File: config.mk
export PLATFORM = sky130hd
export DESIGN_NAME = regfile_wb_arbiter
export DESIGN_NICKNAME = d
export VERILOG_FILES = /design/src/rtl/rf_pkg.sv /design/src/rtl/wb_starve_counter.sv /design/src/rtl/regfile_wb_arbiter.sv
export SDC_FILE = /design/constraint.sdc
export NUM_CORES = 1
export LEC_CHECK = 0
export CAP_MARGIN = 20
export CORE_MARGIN = 4
export CORE_UTILIZATION = 41
export CTS_CLUSTER_DIAMETER = 50
export DETAILED_ROUTE_END_ITERATION = 10
export PLACE_DENSITY = 0.82
export SYNTH_ARGS = -nofsm -noshare
export SYNTH_HDL_FRONTEND = slang
export SYNTH_HIERARCHICAL = 1
export SYNTH_SLANG_ARGS = --single-unit
File: constraint.sdc
create_clock -name clock -period 4.1 [get_ports clock]
set_input_delay 0.615 -clock clock [delete_from_list [all_inputs] [get_ports clock]]
set_output_delay 0.615 -clock clock [all_outputs]
set_load 0.01 [all_outputs]
File: src/rtl/rf_pkg.sv
// Shared types and constants for the register-bank writeback arbiter.
package rf_pkg;

  typedef enum logic {
    ALU_PRI = 1'b0,
    LSU_PRI = 1'b1
  } wb_state_e;

  localparam int RF_ZERO_REG = 0;
  localparam int RF_NUM_REGS = 32;
  localparam int RF_DATA_WIDTH = 32;
  localparam int RF_ADDR_WIDTH = $clog2(RF_NUM_REGS);

  typedef struct packed {
    logic                     valid;
    logic [RF_ADDR_WIDTH-1:0] rd;
    logic [RF_DATA_WIDTH-1:0] data;
  } wb_req_t;

endpackage

File: src/rtl/wb_starve_counter.sv
// Saturating count of cycles the LSU has been held off the write port.
// o_tc flags that the count is at, or is stepping into, STARVE_LIMIT this cycle.
module wb_starve_counter #(
  parameter int STARVE_LIMIT = 4
) (
  input  logic clock,
  input  logic reset,
  input  logic i_clr,
  input  logic i_inc,
  output logic o_tc
);

  localparam int CW = $clog2(STARVE_LIMIT + 1);
  localparam logic [CW-1:0] LIMIT    = CW'(STARVE_LIMIT);
  localparam logic [CW-1:0] LIMIT_M1 = CW'(STARVE_LIMIT - 1);

  logic [CW-1:0] r_count;

  always_ff @(posedge clock or posedge reset) begin
    if (reset) begin
      r_count <= '0;
    end else if (i_clr) begin
      r_count <= '0;
    end else if (i_inc && (r_count != LIMIT)) begin
      r_count <= r_count + 1'b1;
    end
  end

  // Looking one step ahead lets the priority flip on the same edge the limit is reached.
  assign o_tc = !i_clr && ((r_count == LIMIT) || (i_inc && (r_count == LIMIT_M1)));

endmodule

File: src/rtl/regfile_wb_arbiter.sv
// Two-requester (ALU, LSU) arbiter for the register bank write port, with x0 sink and LSU starvation guard.
// Optional write-to-read forwarding ports are enabled by defining RF_WB_BYPASS_EN.
module regfile_wb_arbiter
  import rf_pkg::*;
#(
  parameter int DATA_WIDTH   = 32,
  parameter int ADDR_WIDTH   = 5,
  parameter int STARVE_LIMIT = 4
) (
  input  logic                  clock,
  input  logic                  reset,
  input  logic                  alu_valid,
  input  logic [ADDR_WIDTH-1:0] alu_rd,
  input  logic [DATA_WIDTH-1:0] alu_data,
  output logic                  alu_ready,
  input  logic                  lsu_valid,
  input  logic [ADDR_WIDTH-1:0] lsu_rd,
  input  logic [DATA_WIDTH-1:0] lsu_data,
  output logic                  lsu_ready,
`ifdef RF_WB_BYPASS_EN
  input  logic [ADDR_WIDTH-1:0] rs1_sel,
  input  logic [ADDR_WIDTH-1:0] rs2_sel,
  output logic                  rs1_fwd_valid,
  output logic                  rs2_fwd_valid,
  output logic [DATA_WIDTH-1:0] rs1_fwd_data,
  output logic [DATA_WIDTH-1:0] rs2_fwd_data,
`endif
  output logic                  reg_write,
  output logic [ADDR_WIDTH-1:0] rd_sel,
  output logic [DATA_WIDTH-1:0] write_data
);

  localparam logic [ADDR_WIDTH-1:0] ZERO_RD = ADDR_WIDTH'(RF_ZERO_REG);

  wb_state_e             r_state;
  logic                  r_reg_write;
  logic [ADDR_WIDTH-1:0] r_rd_sel;
  logic [DATA_WIDTH-1:0] r_write_data;

  logic w_alu_port;
  logic w_lsu_port;
  logic w_alu_sink;
  logic w_lsu_sink;
  logic w_alu_win;
  logic w_lsu_win;
  logic w_lsu_block;
  logic w_cnt_clr;
  logic w_cnt_tc;

  assign w_alu_port = alu_valid && (alu_rd != ZERO_RD);
  assign w_lsu_port = lsu_valid && (lsu_rd != ZERO_RD);
  assign w_alu_sink = alu_valid && (alu_rd == ZERO_RD);
  assign w_lsu_sink = lsu_valid && (lsu_rd == ZERO_RD);

  // A lone port request always wins; the state only breaks ties.
  assign w_lsu_win   = w_lsu_port && (!w_alu_port || (r_state == LSU_PRI));
  assign w_alu_win   = w_alu_port && !w_lsu_win;
  assign w_lsu_block = w_lsu_port && !w_lsu_win;

  assign alu_ready = !reset && (w_alu_sink || w_alu_win);
  assign lsu_ready = !reset && (w_lsu_sink || w_lsu_win);

  assign w_cnt_clr = !lsu_valid || lsu_ready;

  wb_starve_counter #(
    .STARVE_LIMIT(STARVE_LIMIT)
  ) u_starve (
    .clock(clock),
    .reset(reset),
    .i_clr(w_cnt_clr),
    .i_inc(w_lsu_block),
    .o_tc (w_cnt_tc)
  );

  always_ff @(posedge clock or posedge reset) begin
    if (reset) begin
      r_state      <= ALU_PRI;
      r_reg_write  <= 1'b0;
      r_rd_sel     <= '0;
      r_write_data <= '0;
    end else begin
      case (r_state)
        ALU_PRI: if (w_cnt_tc) r_state <= LSU_PRI;
        LSU_PRI: if (w_lsu_win) r_state <= ALU_PRI;
        default: r_state <= ALU_PRI;
      endcase
      if (w_alu_win) begin
        r_reg_write  <= 1'b1;
        r_rd_sel     <= alu_rd;
        r_write_data <= alu_data;
      end else if (w_lsu_win) begin
        r_reg_write  <= 1'b1;
        r_rd_sel     <= lsu_rd;
        r_write_data <= lsu_data;
      end else begin
        r_reg_write  <= 1'b0;
      end
    end
  end

  assign reg_write  = r_reg_write;
  assign rd_sel     = r_rd_sel;
  assign write_data = r_write_data;

`ifdef RF_WB_BYPASS_EN
  // Forwarding covers the one cycle between our registered write and the bank commit.
  assign rs1_fwd_valid = r_reg_write && (r_rd_sel == rs1_sel) && (rs1_sel != ZERO_RD);
  assign rs2_fwd_valid = r_reg_write && (r_rd_sel == rs2_sel) && (rs2_sel != ZERO_RD);
  assign rs1_fwd_data  = r_write_data;
  assign rs2_fwd_data  = r_write_data;
`endif

endmodule
# After elaboration in Yosys (flattened, before gate mapping)
# Index checks and enable logic that the tools add are counted.
# totals
register_bits	42
in_bits	78
out_inout_bits	40
elab_cells	49
# op_classes
add_sub_neg	1
eq_ne	3
muxes	11
n_bitwise	1
reduce_logical	28
# op_table
operator	count
$mux W32	2
$logic_and A1 B1 Y1	12
$logic_not A5 Y1	2
$mux W5	2
$reduce_bool A5 Y1	2
$mux W3	2
$logic_not A1 Y1	5
$logic_or A1 B1 Y1	5
$mux W1	4
$reduce_bool A2 Y1	2
$add A3 B1 Y3 const B	1
$eq A3 B2 Y1 const B	1
$eq A3 B3 Y1 const B	1
$ne A3 B3 Y1 const B	1
$pmux W1 S2	1
$not A1 Y1	1

# Depth between registers and ports, before layout
# depth
ltp_word	12
ltp_mapped	8

# Modules after synthesis
# Netlist, hierarchy kept.
# modules_own_cells
module	instances	cells_each	area_per_inst_um2	seq_area_each_um2
regfile_wb_arbiter	1	154	1870.5	975.9
wb_starve_counter	1	21	205.2	75.1

# Worst setup path after synthesis
# No wires, ideal clock.
# synth_timing
kind	input -> output
from	input port reset
to	output port alu_ready
arrival_ps	1805
required_ps	3485
setup_slack_ps	1680
path_stages	2
n_path_buf	0
cell_sequence	inv_1 > and3_1
# synth_via
elab_chain_len	2
# synth_rtl
item	line_no	text
start: declaration	regfile_wb_arbiter.sv:11	input logic reset,
$logic_not A1 Y1 (no line)	n/a	
$logic_and A1 B1 Y1	regfile_wb_arbiter.sv:60	assign alu_ready = !reset && (w_alu_sink || w_alu_win);
end: declaration	regfile_wb_arbiter.sv:15	output logic alu_ready,
# Every way passes these cells.

# Worst setup path after layout
# layout_timing
from	input port lsu_rd[0]
to	output port alu_ready
# layout_via
elab_chain_len	7
# layout_rtl
item	line_no	text
start: declaration	regfile_wb_arbiter.sv:17	input logic [ADDR_WIDTH-1:0] lsu_rd,
$reduce_bool A5 Y1	regfile_wb_arbiter.sv:51	assign w_lsu_port = lsu_valid && (lsu_rd != ZERO_RD);
$logic_and A1 B1 Y1	regfile_wb_arbiter.sv:51	
$logic_and A1 B1 Y1	regfile_wb_arbiter.sv:56	assign w_lsu_win = w_lsu_port && (!w_alu_port || (r_state == LSU_PRI));
$logic_not A1 Y1	regfile_wb_arbiter.sv:57	assign w_alu_win = w_alu_port && !w_lsu_win;
$logic_and A1 B1 Y1	regfile_wb_arbiter.sv:57	
$logic_or A1 B1 Y1	regfile_wb_arbiter.sv:60	
$logic_and A1 B1 Y1	regfile_wb_arbiter.sv:60	
# Every way passes these cells.

==> flow_summary.yaml <==
run_status:
  status: "finished clean"
die:
  die_w_um: 79.2
  fp.dieH_um: 79.2
  num_io_pins: 118
  start_util_pct: 43.1
  die_area_um2: 6270
  coreArea_um2: 4820
  num_rows: 25
pwr:
  swShare_pct: 26.2
  pwr-share-comb_pct: 28.8
  power.density_nw_per_um2: 313
  p_sw_uw: 277
  ir_drop_uv: 180
  p_total_mw: 1.06
  p_int_uw: 780
  clkPwrFrac_pct: 25.9
  p_leak_nw: 1.34
  power_frac_seq_pct: 45.3
final_layout:
  multiInputGateArea_um2: 908
  final_cell_mix: "clkdlybuf4s50_1, dfrtp_1, a221o_1"
  layout.nets: 370
  fillers: 398
  antennaDiodeCount: 0
  finish.instance_area_um2: 3380
  seqCellArea_um2: 1050
  drive_gt1_share_pct: 6.55
  final_common_cell: "clkdlybuf4s50_1"
  syn_to_final_growth_pct: 62.7
grt:
  grt_pass1_wl_um: 10200
  antenna_found_initial: 0
  overflow: 0
  grt_pass1_vias: 1996
  grt_usage_pct: 20.8
  grt_max_degree: 39
clock_tree:
  hold_buffers: 0
  cts_tree: "built"
  h-tree-depth: 2
  cts_sinks: 42
  cts_resized: 0
  numCtsBuffers: 5
  cts.clk_slew.worst_paths_ns: 0.08
  clk_latency_ns: 0.29
  ctsLongestPathBuffers: 2
  post_cts_buffers: 0
  root_buffer: "clkbuf_8"
routing:
  drt_iter0_drc: 89
  wire_per_inst_um: 17.6
  viasPerCell: 5.28
  vias: 1885
  dr.pass1.iters: 4
  wl_um: 6290
  ant_nets: 0
  drc_errors: 0
sta:
  hold_viol_final: 0
  fin_crit_ns: 3.34
  max_slew_margin_pct: 59.8
  period_share_pct: 81.5
  worstMarginPinSlew_ns: 0.602
  setup_violations: 0
  skew_ns: 0.00655
  tns_ns: 0
  drv_slew: 0
  fmax_mhz: 299
  rsz0062_at_grt: "no"
setup_path:
  crit_fanout: 4
  worstSetupEndpointType: "output pin"
  arrival_ns: 2.73
  path_class: "in -> out"
  cp.required_ns: 3.48
  crit_path_frequent_cell: "clkdlybuf4s50_1"
  cpPeakStageDelay_ns: 0.58
  slowest_stage: "or4_4"
  r2r-start: "r_state"
  crit_path_start_kind: "input pin"
  crit_chain: "clkdlybuf4s50_1 -> or4_4 -> o211ai_1 -> nand2b_1 -> and3_1 -> clkdlybuf4s50_1"
  timing.rr.end: "u_starve/r_count[1]"
  r2r_slack_ns: 2.08
  r2r_cells: 7
yosys:
  synth.top_cell.area_share_pct: 50.6
  netlist_instances: 175
  ys_warn_count: 6
  synth.area.top_cells: "dfrtp_1, a221o_1, nor3b_1"
  synth-seq-cells: 42
  syn_nets: 256
  syn-cell-area_um2: 2080
  ys_types: 29
  yosys.area.top_type: "dfrtp_1"
  avgSynthCellArea_um2: 11.9
  ys_seq_area_share_pct: 50.6
placement:
  globalplace.congestion: 0.789
  dp_hpwl_um: 4640
  portBuffers: 117
  dpl_cell_area_um2: 3290
flow_run:
  drv_cap: 0
hold_path:
  hp-class: "in -> async"
## sequential cells by signal, summed over array words and instances (netlist names)
name	cells
rd_sel	5
reg_write	1
r_state	1
u_starve/r_count	3
write_data	32
## how the worst max path moves through the flow
stage	start	to	slack [ns]	depth (start not counted)
final	lsu_rd[0]	alu_ready	0.76	6
after global routing	lsu_rd[3]	alu_ready	0.64	6
after CTS	lsu_rd[0]	alu_ready	0.76	6
after detailed placement	lsu_rd[0]	alu_ready	0.77	6
after global placement	lsu_rd[0]	alu_ready	0.78	6
after floorplan	reset	alu_ready	1.68	2
## synth_stat cells
master and n:
o211ai_1 1, buf_6 4, a21boi_2 1, dfrtp_1 42
mux2i_1 1, and2_1 1, or2b_1 1, a221o_1 37
o21ai_4 1, and3_1 3, nor2b_1 1, clkbuf_1 3
nand2b_1 2, nor2_1 9, xnor2_1 1, nor3_1 1
buf_2 6, inv_1 7, a22oi_1 1, ha_1 3
a21bo_2 1, nand2_1 6, nor3b_1 32, buf_4 3
a21oi_1 2, o21ai_0 2, o21a_1 1, or4_4 1
a21boi_4 1
## per-stage QoR
stage               std cells  worst slack [ns]  hold slack [ns]  utilization, %
floorplan                 175              1.68            0.369               -
global placement          349             0.779            0.494            68.2
detailed placement        349             0.775            0.498            68.2
CTS                       357             0.763            0.516            70.1
global route              357             0.643            0.518            70.1
finish                    357             0.759            0.516            70.1
## kinds of logic (layout without fill, tap and decap cells)
group / after synthesis / after routing / share of synthesized area [%]
xor+xnor: 1 / 1 / 0.422
simple gates: 57 / 57 / 17.5
compound gates: 48 / 48 / 22.6
buf+inv: 23 / 138 / 6.51
flops: 42 / 42 / 50.6
mux: 1 / 1 / 0.482
fa+ha+maj: 3 / 3 / 1.81
## per-layer routing
| metal | track usage (%) | up-vias | part of all wire [%] | wire length [um] |
|---|---|---|---|---|
| li1 | - | 901 | - | - |
| met1 | 28.0 | 910 | 43 | 2730 |
| met2 | 34.6 | 70 | 50 | 3140 |
| met3 | 5.22 | 4 | 6.3 | 394 |
| met4 | 3.09 | 0 | 0.40 | 25 |
| met5 | 0 | - | 0 | 0 |
## power groups by stage
stage	combinational (mW)	sequential [mW]	clock, mW
2_1_floorplan	0.104	0.505	0
3_3_place_gp	0.303	0.485	0
3_5_place_dp	0.307	0.487	0
4_1_cts	0.309	0.479	0.280
5_1_grt	0.328	0.485	0.299
6_report	0.304	0.479	0.274
## cell type report
class                      count  area share, %
clock inverter                 1          0.148
tap                           67           2.48
timing repair buffer         123           36.0
sequential                    42           31.1
clock buffer                   7           2.56
inverter                       7          0.778
multi-input combinational    110           26.9
## worst max-delay path: cells and delay by family
| family | cells | cell delay (ns) |
|---|---|---|
| compound gates | 1 | 0.27 |
| buf+inv | 2 | 0.96 |
| simple gates | 3 | 0.88 |
Note: power is estimated with default switching activity, not from simulation.
